`config.mk`:
```
export PLATFORM = sky130hd
export DESIGN_NAME = bht_update_sched
export DESIGN_NICKNAME = d
export VERILOG_FILES = /design/src/rtl/bht_update_sched_pkg.sv /design/src/rtl/bht_update_sched_rr_arbiter.sv /design/src/rtl/bht_update_sched.sv
export SDC_FILE = /design/constraint.sdc
export NUM_CORES = 1
export LEC_CHECK = 0
export ABC_AREA = 1
export BUFFER_PORTS_ARGS = -buffer_cell sky130_fd_sc_hd__buf_2
export CAP_MARGIN = 20
export CELL_PAD_IN_SITES_DETAIL_PLACEMENT = 0
export CELL_PAD_IN_SITES_GLOBAL_PLACEMENT = 1
export CORE_MARGIN = 8
export CORE_UTILIZATION = 30
export CTS_CLUSTER_DIAMETER = 50
export DETAILED_ROUTE_END_ITERATION = 7
export GPL_TIMING_DRIVEN = 0
export HOLD_SLACK_MARGIN = 0.02
export PLACE_DENSITY = 0.87
export SYNTH_ARGS = -nofsm -noshare
export SYNTH_HDL_FRONTEND = slang
export SYNTH_HIERARCHICAL = 1
export SYNTH_SLANG_ARGS = --single-unit
export TNS_END_PERCENT = 30
```
`constraint.sdc`:
```
create_clock -name clk_i -period 3.05 [get_ports clk_i]
set_input_delay 0.4575 -clock clk_i [delete_from_list [all_inputs] [get_ports clk_i]]
set_output_delay 0.4575 -clock clk_i [all_outputs]
set_load 0.03 [all_outputs]
```
`src/rtl/bht_update_sched_pkg.sv`:
```
// rtl/bht_update_sched_pkg.sv - shared types, constants and helpers for the BHT update scheduler
// Contents: bht_entry_t table word, flush counter value, FSM state codes,
//           saturating 2-bit counter helpers, virtual address width.
package bht_update_sched_pkg;

    localparam int VLEN = 64;

    typedef struct packed {
        logic       valid;
        logic [1:0] ctr;
    } bht_entry_t;

    localparam logic [1:0] BHT_CTR_FLUSH = 2'b10;

    localparam logic [1:0] ST_INIT  = 2'd0;
    localparam logic [1:0] ST_IDLE  = 2'd1;
    localparam logic [1:0] ST_SWEEP = 2'd2;

    function automatic logic [1:0] sat_inc(input logic [1:0] c);
        return (c == 2'b11) ? c : c + 2'b01;
    endfunction

    function automatic logic [1:0] sat_dec(input logic [1:0] c);
        return (c == 2'b00) ? c : c - 2'b01;
    endfunction

endpackage

```
`src/rtl/bht_update_sched_rr_arbiter.sv`:
```
// rtl/bht_update_sched_rr_arbiter.sv - round-robin arbiter with onehot grant and pointer update
// Ports: clk_i/rst_ni clock and async active-low reset; req_i request vector;
//        adv_i moves the pointer past the current winner; gnt_o onehot winner;
//        idx_o binary winner index (valid when gnt_o is non-zero).
module bht_rr_arbiter #(
    parameter int NR_REQ = 2,
    localparam int IDX_W = (NR_REQ > 1) ? $clog2(NR_REQ) : 1
) (
    input  logic              clk_i,
    input  logic              rst_ni,
    input  logic [NR_REQ-1:0] req_i,
    input  logic              adv_i,
    output logic [NR_REQ-1:0] gnt_o,
    output logic [IDX_W-1:0]  idx_o
);

    logic [IDX_W-1:0] r_ptr;
    logic             w_found;

    // First requester at or after the pointer, wrapping around.
    always_comb begin
        int c;
        w_found = 1'b0;
        idx_o   = '0;
        c       = 0;
        for (int i = 0; i < NR_REQ; i++) begin
            c = int'(r_ptr) + i;
            if (c >= NR_REQ) c = c - NR_REQ;
            if (!w_found && req_i[c[IDX_W-1:0]]) begin
                w_found = 1'b1;
                idx_o   = IDX_W'(c);
            end
        end
    end

    always_comb begin
        gnt_o = '0;
        if (w_found) gnt_o[idx_o] = 1'b1;
    end

    always_ff @(posedge clk_i or negedge rst_ni) begin
        if (!rst_ni) begin
            r_ptr <= '0;
        end else if (adv_i) begin
            r_ptr <= (idx_o == IDX_W'(NR_REQ - 1)) ? '0 : idx_o + 1'b1;
        end
    end

endmodule

```
`src/rtl/bht_update_sched.sv`:
```
// rtl/bht_update_sched.sv - write-side scheduler for a 1R1W gshare branch history table
// Arbitrates update sources, runs a 2-stage read-modify-write of 2-bit counters,
// owns the global history register and sweeps the table on reset/flush.
// Ports: clk_i, rst_ni (async, active-low); flush_i starts a sweep; debug_mode_i discards updates;
//        upd_valid_i/upd_ready_o/upd_pc_i/upd_taken_i update handshake per source;
//        tbl_raddr_o/tbl_rdata_i table read (data next cycle); tbl_we_o/tbl_waddr_o/tbl_wdata_o write;
//        ghr_o current history; busy_o sweep in progress.
// Option: BHT_SCHED_BYPASS_EN forwards the S1 result to a same-index follower instead of stalling.
module bht_update_sched
    import bht_update_sched_pkg::*;
#(
    parameter int NR_ENTRIES = 1024,
    parameter int NR_REQ     = 2,
    localparam int INDEX_BITS = $clog2(NR_ENTRIES),
    localparam int IDX_W      = (NR_REQ > 1) ? $clog2(NR_REQ) : 1
) (
    input  logic                   clk_i,
    input  logic                   rst_ni,
    input  logic                   flush_i,
    input  logic                   debug_mode_i,
    input  logic [NR_REQ-1:0]      upd_valid_i,
    output logic [NR_REQ-1:0]      upd_ready_o,
    input  logic [NR_REQ*VLEN-1:0] upd_pc_i,
    input  logic [NR_REQ-1:0]      upd_taken_i,
    output logic [INDEX_BITS-1:0]  tbl_raddr_o,
    input  logic [2:0]             tbl_rdata_i,
    output logic                   tbl_we_o,
    output logic [INDEX_BITS-1:0]  tbl_waddr_o,
    output logic [2:0]             tbl_wdata_o,
    output logic [INDEX_BITS-1:0]  ghr_o,
    output logic                   busy_o
);

    logic [1:0]            r_state;
    logic [INDEX_BITS-1:0] r_cnt;
    logic [INDEX_BITS-1:0] r_ghr;
    logic                  r_s1_valid;
    logic [INDEX_BITS-1:0] r_s1_idx;
    logic                  r_s1_taken;
    // Sweep writes are registered so every output is quiet while reset is held.
    logic                  r_sw_we;
    logic [INDEX_BITS-1:0] r_sw_addr;

    logic                  w_idle;
    logic [NR_REQ-1:0]     w_gnt_oh;
    logic [IDX_W-1:0]      w_win;
    logic [VLEN-1:0]       w_win_pc;
    logic                  w_win_taken;
    logic [INDEX_BITS-1:0] w_s0_idx;
    logic                  w_hazard;
    logic                  w_grant;
    logic                  w_load;
    logic                  w_s1_wr;
    logic [1:0]            w_ctr_src;
    logic [1:0]            w_ctr_new;
    bht_entry_t            w_wentry;
    logic                  w_unused;

    bht_rr_arbiter #(.NR_REQ(NR_REQ)) i_arb (
        .clk_i  (clk_i),
        .rst_ni (rst_ni),
        .req_i  (upd_valid_i),
        .adv_i  (w_grant),
        .gnt_o  (w_gnt_oh),
        .idx_o  (w_win)
    );

    always_comb begin
        w_win_pc    = '0;
        w_win_taken = 1'b0;
        for (int i = 0; i < NR_REQ; i++) begin
            if (w_win == IDX_W'(i)) begin
                w_win_pc    = upd_pc_i[i*VLEN +: VLEN];
                w_win_taken = upd_taken_i[i];
            end
        end
    end

    assign w_idle   = (r_state == ST_IDLE);
    assign w_s0_idx = r_ghr ^ w_win_pc[INDEX_BITS-1:0];

`ifdef BHT_SCHED_BYPASS_EN
    logic       r_fwd_hit;
    logic [1:0] r_fwd_ctr;

    assign w_hazard  = 1'b0;
    // The SRAM read raced the previous same-index write; use the value just written.
    assign w_ctr_src = r_fwd_hit ? r_fwd_ctr : tbl_rdata_i[1:0];

    always_ff @(posedge clk_i or negedge rst_ni) begin
        if (!rst_ni) begin
            r_fwd_hit <= 1'b0;
            r_fwd_ctr <= 2'b00;
        end else begin
            r_fwd_hit <= w_load && w_s1_wr && (w_s0_idx == r_s1_idx);
            r_fwd_ctr <= w_ctr_new;
        end
    end
`else
    // Without forwarding a same-index follower waits one cycle so its read sees the write.
    assign w_hazard  = r_s1_valid && (w_s0_idx == r_s1_idx);
    assign w_ctr_src = tbl_rdata_i[1:0];
`endif

    // Flush has priority over any grant.
    assign w_grant   = w_idle && !flush_i && (|w_gnt_oh) && !w_hazard;
    assign w_load    = w_grant && !debug_mode_i;
    assign w_s1_wr   = r_s1_valid && !flush_i;
    assign w_ctr_new = r_s1_taken ? sat_inc(w_ctr_src) : sat_dec(w_ctr_src);

    always_comb begin
        w_wentry = '0;
        if (w_s1_wr) begin
            w_wentry.valid = 1'b1;
            w_wentry.ctr   = w_ctr_new;
        end else if (r_sw_we) begin
            w_wentry.valid = 1'b0;
            w_wentry.ctr   = BHT_CTR_FLUSH;
        end
    end

    assign upd_ready_o = w_grant ? w_gnt_oh : '0;
    assign tbl_raddr_o = w_grant ? w_s0_idx : '0;
    // S1 and sweep writes never coincide: S1 needs a grant in IDLE the cycle before.
    assign tbl_we_o    = w_s1_wr || r_sw_we;
    assign tbl_waddr_o = w_s1_wr ? r_s1_idx : (r_sw_we ? r_sw_addr : '0);
    assign tbl_wdata_o = w_wentry;
    assign ghr_o       = r_ghr;
    assign busy_o      = !w_idle;

    assign w_unused = tbl_rdata_i[2] ^ (^w_win_pc[VLEN-1:INDEX_BITS]);

    always_ff @(posedge clk_i or negedge rst_ni) begin
        if (!rst_ni) begin
            r_state   <= ST_INIT;
            r_cnt     <= '0;
            r_sw_we   <= 1'b0;
            r_sw_addr <= '0;
        end else begin
            r_sw_we <= 1'b0;
            case (r_state)
                ST_INIT, ST_SWEEP: begin
                    if (flush_i) begin
                        r_cnt <= '0;
                    end else begin
                        r_sw_we   <= 1'b1;
                        r_sw_addr <= r_cnt;
                        r_cnt     <= r_cnt + 1'b1;
                        if (r_cnt == '1) r_state <= ST_IDLE;
                    end
                end
                ST_IDLE: begin
                    if (flush_i) begin
                        r_state <= ST_SWEEP;
                        r_cnt   <= '0;
                    end
                end
                default: begin
                    r_state <= ST_INIT;
                    r_cnt   <= '0;
                end
            endcase
        end
    end

    always_ff @(posedge clk_i or negedge rst_ni) begin
        if (!rst_ni) begin
            r_ghr      <= '0;
            r_s1_valid <= 1'b0;
            r_s1_idx   <= '0;
            r_s1_taken <= 1'b0;
        end else begin
            r_s1_valid <= w_load;
            if (flush_i) begin
                r_ghr <= '0;
            end else if (w_load) begin
                r_ghr <= {r_ghr[INDEX_BITS-2:0], w_win_taken};
            end
            if (w_load) begin
                r_s1_idx   <= w_s0_idx;
                r_s1_taken <= w_win_taken;
            end
        end
    end

endmodule
```
# Word-level counts from Yosys, hierarchy flattened
# Index checks and enable logic that the tools add are counted.
# totals
ff_bits,46
output_inout_bits,37
inputBits,139
# op_classes
n_addsub,7
mux,36
bitwise,2
reduce_logical,21
n_eq_ne,8
order_cmp,6
# op_table
cell,count
10-bit two-way mux,8
10-bit case mux with 2 select lines,1
2-bit two-way mux,9
1-bit two-way mux,15
10-bit by 1-bit adder with 10-bit output (second input constant),1
10-bit equality test,1
10-bit equality test (second input constant),1
10-bit bitwise XOR,1
1-bit logical AND,8
1-bit by 2-bit < comparator with 1-bit output (second input constant),3
2-bit != test (second input constant),3
1-bit zero test,5
2-bit equality test (second input constant),2
2-bit zero test,2
2-bit case mux with 2 select lines,1
2-bit OR reduction,2
3-bit two-way mux,1
3-bit AND reduction,1
1-bit by 1-bit adder with 2-bit output (second input constant),1
2-bit by 1-bit adder with 2-bit output (second input constant),1
2-bit by 1-bit equality test with 1-bit output (second input constant),1
1-bit by 2-bit >= comparator with 1-bit output (second input constant),1
2-bit >= comparator (second input constant),1
2-bit AND reduction,1
other kinds (8),9

# Logic depth before layout (Yosys ltp)
# logic_depth
depth_word,19
mapped_depth,20

# By module
# The synthesis kept the hierarchy.
# modules_own_cells
mod,seq_area_each_um2,area_each_um2,n_inst,cells_each
bht_update_sched,1126.1,2653.8,1,383
bht_rr_arbiter,25.0,70.1,1,11

# Worst setup path after synthesis
# Ideal clock, no wire load.
# synth_timing
path_type,in2out
startpoint,input port upd_valid_i[0]
endpoint,output port tbl_raddr_o[0]
cell_stages,17
path_buffers,2
arrival_ns,2.047
path_slack_ns,0.546
cell_sequence,nand2_1 -> nand2_2 -> inv_2 -> inv_2 -> buf_6 -> nand2_1 -> nand2_1 -> nand2_1 -> nand3_1 -> nand2_1 -> nor2_1 -> nand2_1 -> nor2_1 -> nand2_2 -> nand2_1 -> buf_4 -> nor2_1
# synth_between
elab_chain_len,15
elab_cells_between_ends,25
cone_classes,order compare (2); eq/ne (1); mux (13); bitwise (1); reduce/logical (8)
# synth_rtl
item,line,text
from (decl),bht_update_sched.sv:21,"input logic [NR_REQ-1:0] upd_valid_i,"
1-bit two-way mux (not written as such) (2 in series),bht_update_sched_rr_arbiter.sv:29,if (!w_found && req_i[c[IDX_W-1:0]]) begin
1-bit two-way mux,bht_update_sched_rr_arbiter.sv:29,
1-bit zero test,bht_update_sched_rr_arbiter.sv:29,
1-bit logical AND,bht_update_sched_rr_arbiter.sv:29,
1-bit two-way mux (*),bht_update_sched_rr_arbiter.sv:29,
named net w_win,bht_update_sched.sv:46,logic [IDX_W-1:0] w_win;
1-bit by 2-bit < comparator with 1-bit output (not written as such) / 1-bit >= comparator (equally long branches),bht_update_sched_rr_arbiter.sv:38,if (w_found) gnt_o[idx_o] = 1'b1;
1-bit logical AND (not written as such),bht_update_sched_rr_arbiter.sv:38,
1-bit two-way mux (not written as such),bht_update_sched_rr_arbiter.sv:38,
1-bit demux with 1-bit select,--,
2-bit two-way mux,bht_update_sched_rr_arbiter.sv:38,
2-bit OR reduction,bht_update_sched.sv:106,assign w_grant = w_idle && !flush_i && (|w_gnt_oh) && !w_hazard;
1-bit logical AND (2 in series),bht_update_sched.sv:106,
10-bit two-way mux (*),bht_update_sched.sv:123,assign tbl_raddr_o = w_grant ? w_s0_idx : '0;
to (decl),bht_update_sched.sv:25,"output logic [INDEX_BITS-1:0] tbl_raddr_o,"
# The timed path passes the listed nets; every way through them passes the cells marked *. The select of a mux whose other input is x is not followed.

# Final worst setup path
# layout_timing
startpoint,register i_arb.r_ptr
endpoint,output port tbl_raddr_o[5]
# layout_between
elab_chain_len,17
elab_cells_between_ends,32
cone_classes,add/sub (3); order compare (4); eq/ne (1); mux (15); bitwise (1); reduce/logical (8)
# layout_rtl
item,line,text
from (decl),bht_update_sched_rr_arbiter.sv:17,logic [IDX_W-1:0] r_ptr;
from (signal assigned),bht_update_sched_rr_arbiter.sv:45,r_ptr <= (idx_o == IDX_W'(NR_REQ - 1)) ? '0 : idx_o + 1'b1;
1-bit by 2-bit >= comparator with 1-bit output / 1-bit subtractor (equally long branches),bht_update_sched_rr_arbiter.sv:28,if (c >= NR_REQ) c = c - NR_REQ;
1-bit two-way mux,bht_update_sched_rr_arbiter.sv:28,
1-bit two-way mux (not written as such) (2 in series),bht_update_sched_rr_arbiter.sv:29,
1-bit two-way mux,bht_update_sched_rr_arbiter.sv:29,
1-bit zero test,bht_update_sched_rr_arbiter.sv:29,
1-bit logical AND,bht_update_sched_rr_arbiter.sv:29,
1-bit two-way mux (*),bht_update_sched_rr_arbiter.sv:29,
named net w_win,bht_update_sched.sv:46,
1-bit by 2-bit < comparator with 1-bit output (not written as such) / 1-bit >= comparator (equally long branches),bht_update_sched_rr_arbiter.sv:38,
1-bit logical AND (not written as such),bht_update_sched_rr_arbiter.sv:38,
1-bit two-way mux (not written as such),bht_update_sched_rr_arbiter.sv:38,
1-bit demux with 1-bit select,--,
2-bit two-way mux,bht_update_sched_rr_arbiter.sv:38,
2-bit OR reduction,bht_update_sched.sv:106,
1-bit logical AND (2 in series),bht_update_sched.sv:106,
10-bit two-way mux (*),bht_update_sched.sv:123,
# Marked as above.

==> reports/metrics.yaml <==
post-synth-top-area-cell: "dfrtp_1"
viasPerCell: 4.81
final_cells: 582
p_int_mw: 0.855
antenna_cells: 0
synthArstFlopShare_pct: 100
die_w_um: 111
use_met2_pct: 22.3
place_congestion: 0.797
cts_made_buffers: 5
grt_antenna_before_repair: 0
setup_tns_ns: 0
drv_slew: 0
yosysTopAreaCellShare_pct: 42.3
muxShareOfSynthArea_pct: 0
worst_r2r_endpoint: "i_arb/r_ptr"
layout-drive-gt1-share_pct: 20.5
clockPowerShare_pct: 33.4
io_buffers: 66
cts_max_level: 2
final-setup-viol-count: 0
max_stage_delay_ns: 0.33
yosysMostFrequentCell: "nand2_1"
yosysSeqAreaShare_pct: 42.3
dr.pass1.iters: 4
yosys_most_used_dff: "dfrtp_1"
finalInstanceArea_um2: 3420
crit_arrival_ns: 2.38
yosys_warnings: 6
timing.final.ws_setup_ns: 0.210
cp-end-kind: "output pin"
cts_buffer_depth: 2
dieArea_um2: 12400
worstSetupStartpoint: "i_arb/r_ptr"
ctsRootBufferMaster: "clkbuf_8"
rr_worst_depth: 20
crit_top_cell: "nand2_1"
grt_overflow: 0
dpl_cell_area_um2: 3190
finalNetCount: 613
vias: 2801
row_count: 34
grt_use_total_pct: 13.1
holdBufCountCts: 0
max_slew_margin_pct: 53.7
worstMarginPinSlew_ns: 0.695
period_share_pct: 93.1
synth-edff-count: 0
leakage_nw: 1.79
p_per_area_nw_per_um2: 340
synthCells: 394
ys_ff_latch: 46
gr-max-usage-layer: "met2"
synth_simple_gate_area_share_pct: 36.4
avgRoutedWirePerCell_um: 14.2
min_period_ns: 2.84
path_class: "flip-flop to output pin"
outcome: "complete, no violations"
post-dp-hpwl_um: 6370
initial_core_util_pct: 31.1
cp-start-kind: "flip-flop"
cts.sinks: 46
rr_startpoint: "i_arb/r_ptr"
drtAntennaViolNets: 0
hold_path_class: "input pin to asynchronous set/reset pin"
synth_commonest_cells: "121 x nand2_1, 58 x nand3_1, 49 x inv_1"
use_met3_pct: 2.38
drt_iter0_markers: 134
synth_fa_ha_area_share_pct: 0.459
required_ns: 2.59
comb_power_share_pct: 13.0
finalClockSkew_ns: 0.00521
vdd_drop_max_uv: 169
crit_end: "tbl_raddr_o[5]"
critPathSlowestCell: "dfrtp_1"
seqPwrFrac_pct: 53.6
maxCapViolations: 0
synth_xor_area_share_pct: 0
p_sw_mw: 0.307
tritoncts: "built"
r2r_slack_ns: 0.73
critPathMaxFanout: 6
drc: 0
grt_max_degree: 47
area_delta_synth_final_pct: 25.4
synthTopCellsByArea: "dfrtp_1 42%, nand2_1 17%, nand3_1 11%, inv_1 6.8%, o21ai_0 6.2%"
routed_wl_um: 8280
grt_pass1_wl_um: 13400
synth_cell_types: 27
grt_use_met1_pct: 16.5
clkLatencyLatePin_ns: 0.30
synth_nets: 534
synth_top_family_by_area: "simple AND/OR/NAND/NOR gates"
synth_compound_area_share_pct: 9.97
finalHoldViolCount: 0
place_ws_ns: -0.0613
dp.cells: 568
syn_area_um2: 2720
clk_pin_slew_ns: 0.09
top_level_ports: 176
syn-mean-instance-area_um2: 6.91
core_area_um2: 8760
switching_share_pct: 26.4
die_height_um: 111
grt_pass1_vias: 2713
crit_chain: "inv_1 > nand2_1 > nand2_2 > inv_4 > clkinv_4 > clkbuf_16 > nand2_1 > nand3b_1 > nand2_1 > nand2_1 > nand4_1 > nor2_1 > nand2_2 > nand2_4 > buf_8 > nor2_1 > buf_4"
max_freq_ghz: 0.352
## layer usage
layer,up-vias,share of wire (%)
met4,0,1.1
met2,61,49
met1,1298,45
met5,-,0
li1,1433,-
met3,9,4.3
## registers in the layout, summed over array words and instances, names as in the netlist
name and count:
r_state 2, r_cnt 10, r_s1_valid 1, i_arb/r_ptr 1, r_s1_taken 1, r_sw_we 1
r_sw_addr 10, ghr_o 10, r_s1_idx 10
## worst min path at each step
stage                   end  cells after the start
4_1_cts         r_s1_idx[3]                      1
6_report        r_s1_idx[3]                      1
5_1_grt            r_cnt[0]                      1
2_1_floorplan      ghr_o[0]                      0
3_5_place_dp   r_sw_addr[2]                      2
3_3_place_gp   r_sw_addr[9]                      2
## critical path: cells and delay by family (launching register included)
family	cells	cell delay, ns
DFF	1	0.33
buffers and inverters	6	0.79
and+or+nand+nor	11	0.96
## placed cells by master, fill, tap and decap left out, drive strengths merged
master	instances
a21oi	7
a31oi	1
buf	79
clkbuf	17
clkinv	2
dfrtp	46
ha	1
inv	50
nand2	123
nand3	59
nand3b	1
nand4	11
nor2	31
nor3	3
o21ai	35
o21bai	1
o221ai	1
o22ai	2
o32ai	3
or2	1
## through the flow
step / total power [mW] / hold WS, ns / utilization (%)
floorplan: 0.719 / 0.162 / -
global placement: 0.774 / 0.460 / 36.4
detailed placement: 0.777 / 0.474 / 36.4
CTS: 1.17 / 0.372 / 37.5
global route: 1.22 / 0.134 / 39.0
finish: 1.16 / 0.106 / 39.0
## layout make-up
cell class / count / area, um^2
Tap cell: 108 / 135
Clock buffer: 7 / 86.3
Timing Repair Buffer: 72 / 430
Clock inverter: 1 / 5.00
Fill cell: 943 / 5350
Inverter: 51 / 199
Buffer: 17 / 118
Sequential cell: 46 / 1150
Multi-Input combinational cell: 280 / 1290
## power groups by stage
stage / sequential, mW / combinational [mW] / clock, mW
finish: 0.623 / 0.151 / 0.388
global route: 0.624 / 0.173 / 0.424
CTS: 0.623 / 0.144 / 0.404
detailed placement: 0.635 / 0.143 / 0
global placement: 0.634 / 0.140 / 0
floorplan: 0.634 / 0.0855 / 0
## kinds of logic (layout without fill, tap and decap cells)
group | Yosys count | after routing
compound gates | 50 | 50
fa+ha+maj | 1 | 1
buf+inv | 68 | 148
flops | 46 | 46
simple gates | 229 | 229
## what timing repair did
action                                  CTS  global route
setup buffers                             0             3
cloned                                    0             2
endpoints found under the setup margin    9             9
resized for setup                         4            13
Power figures use the tool's default switching activity.
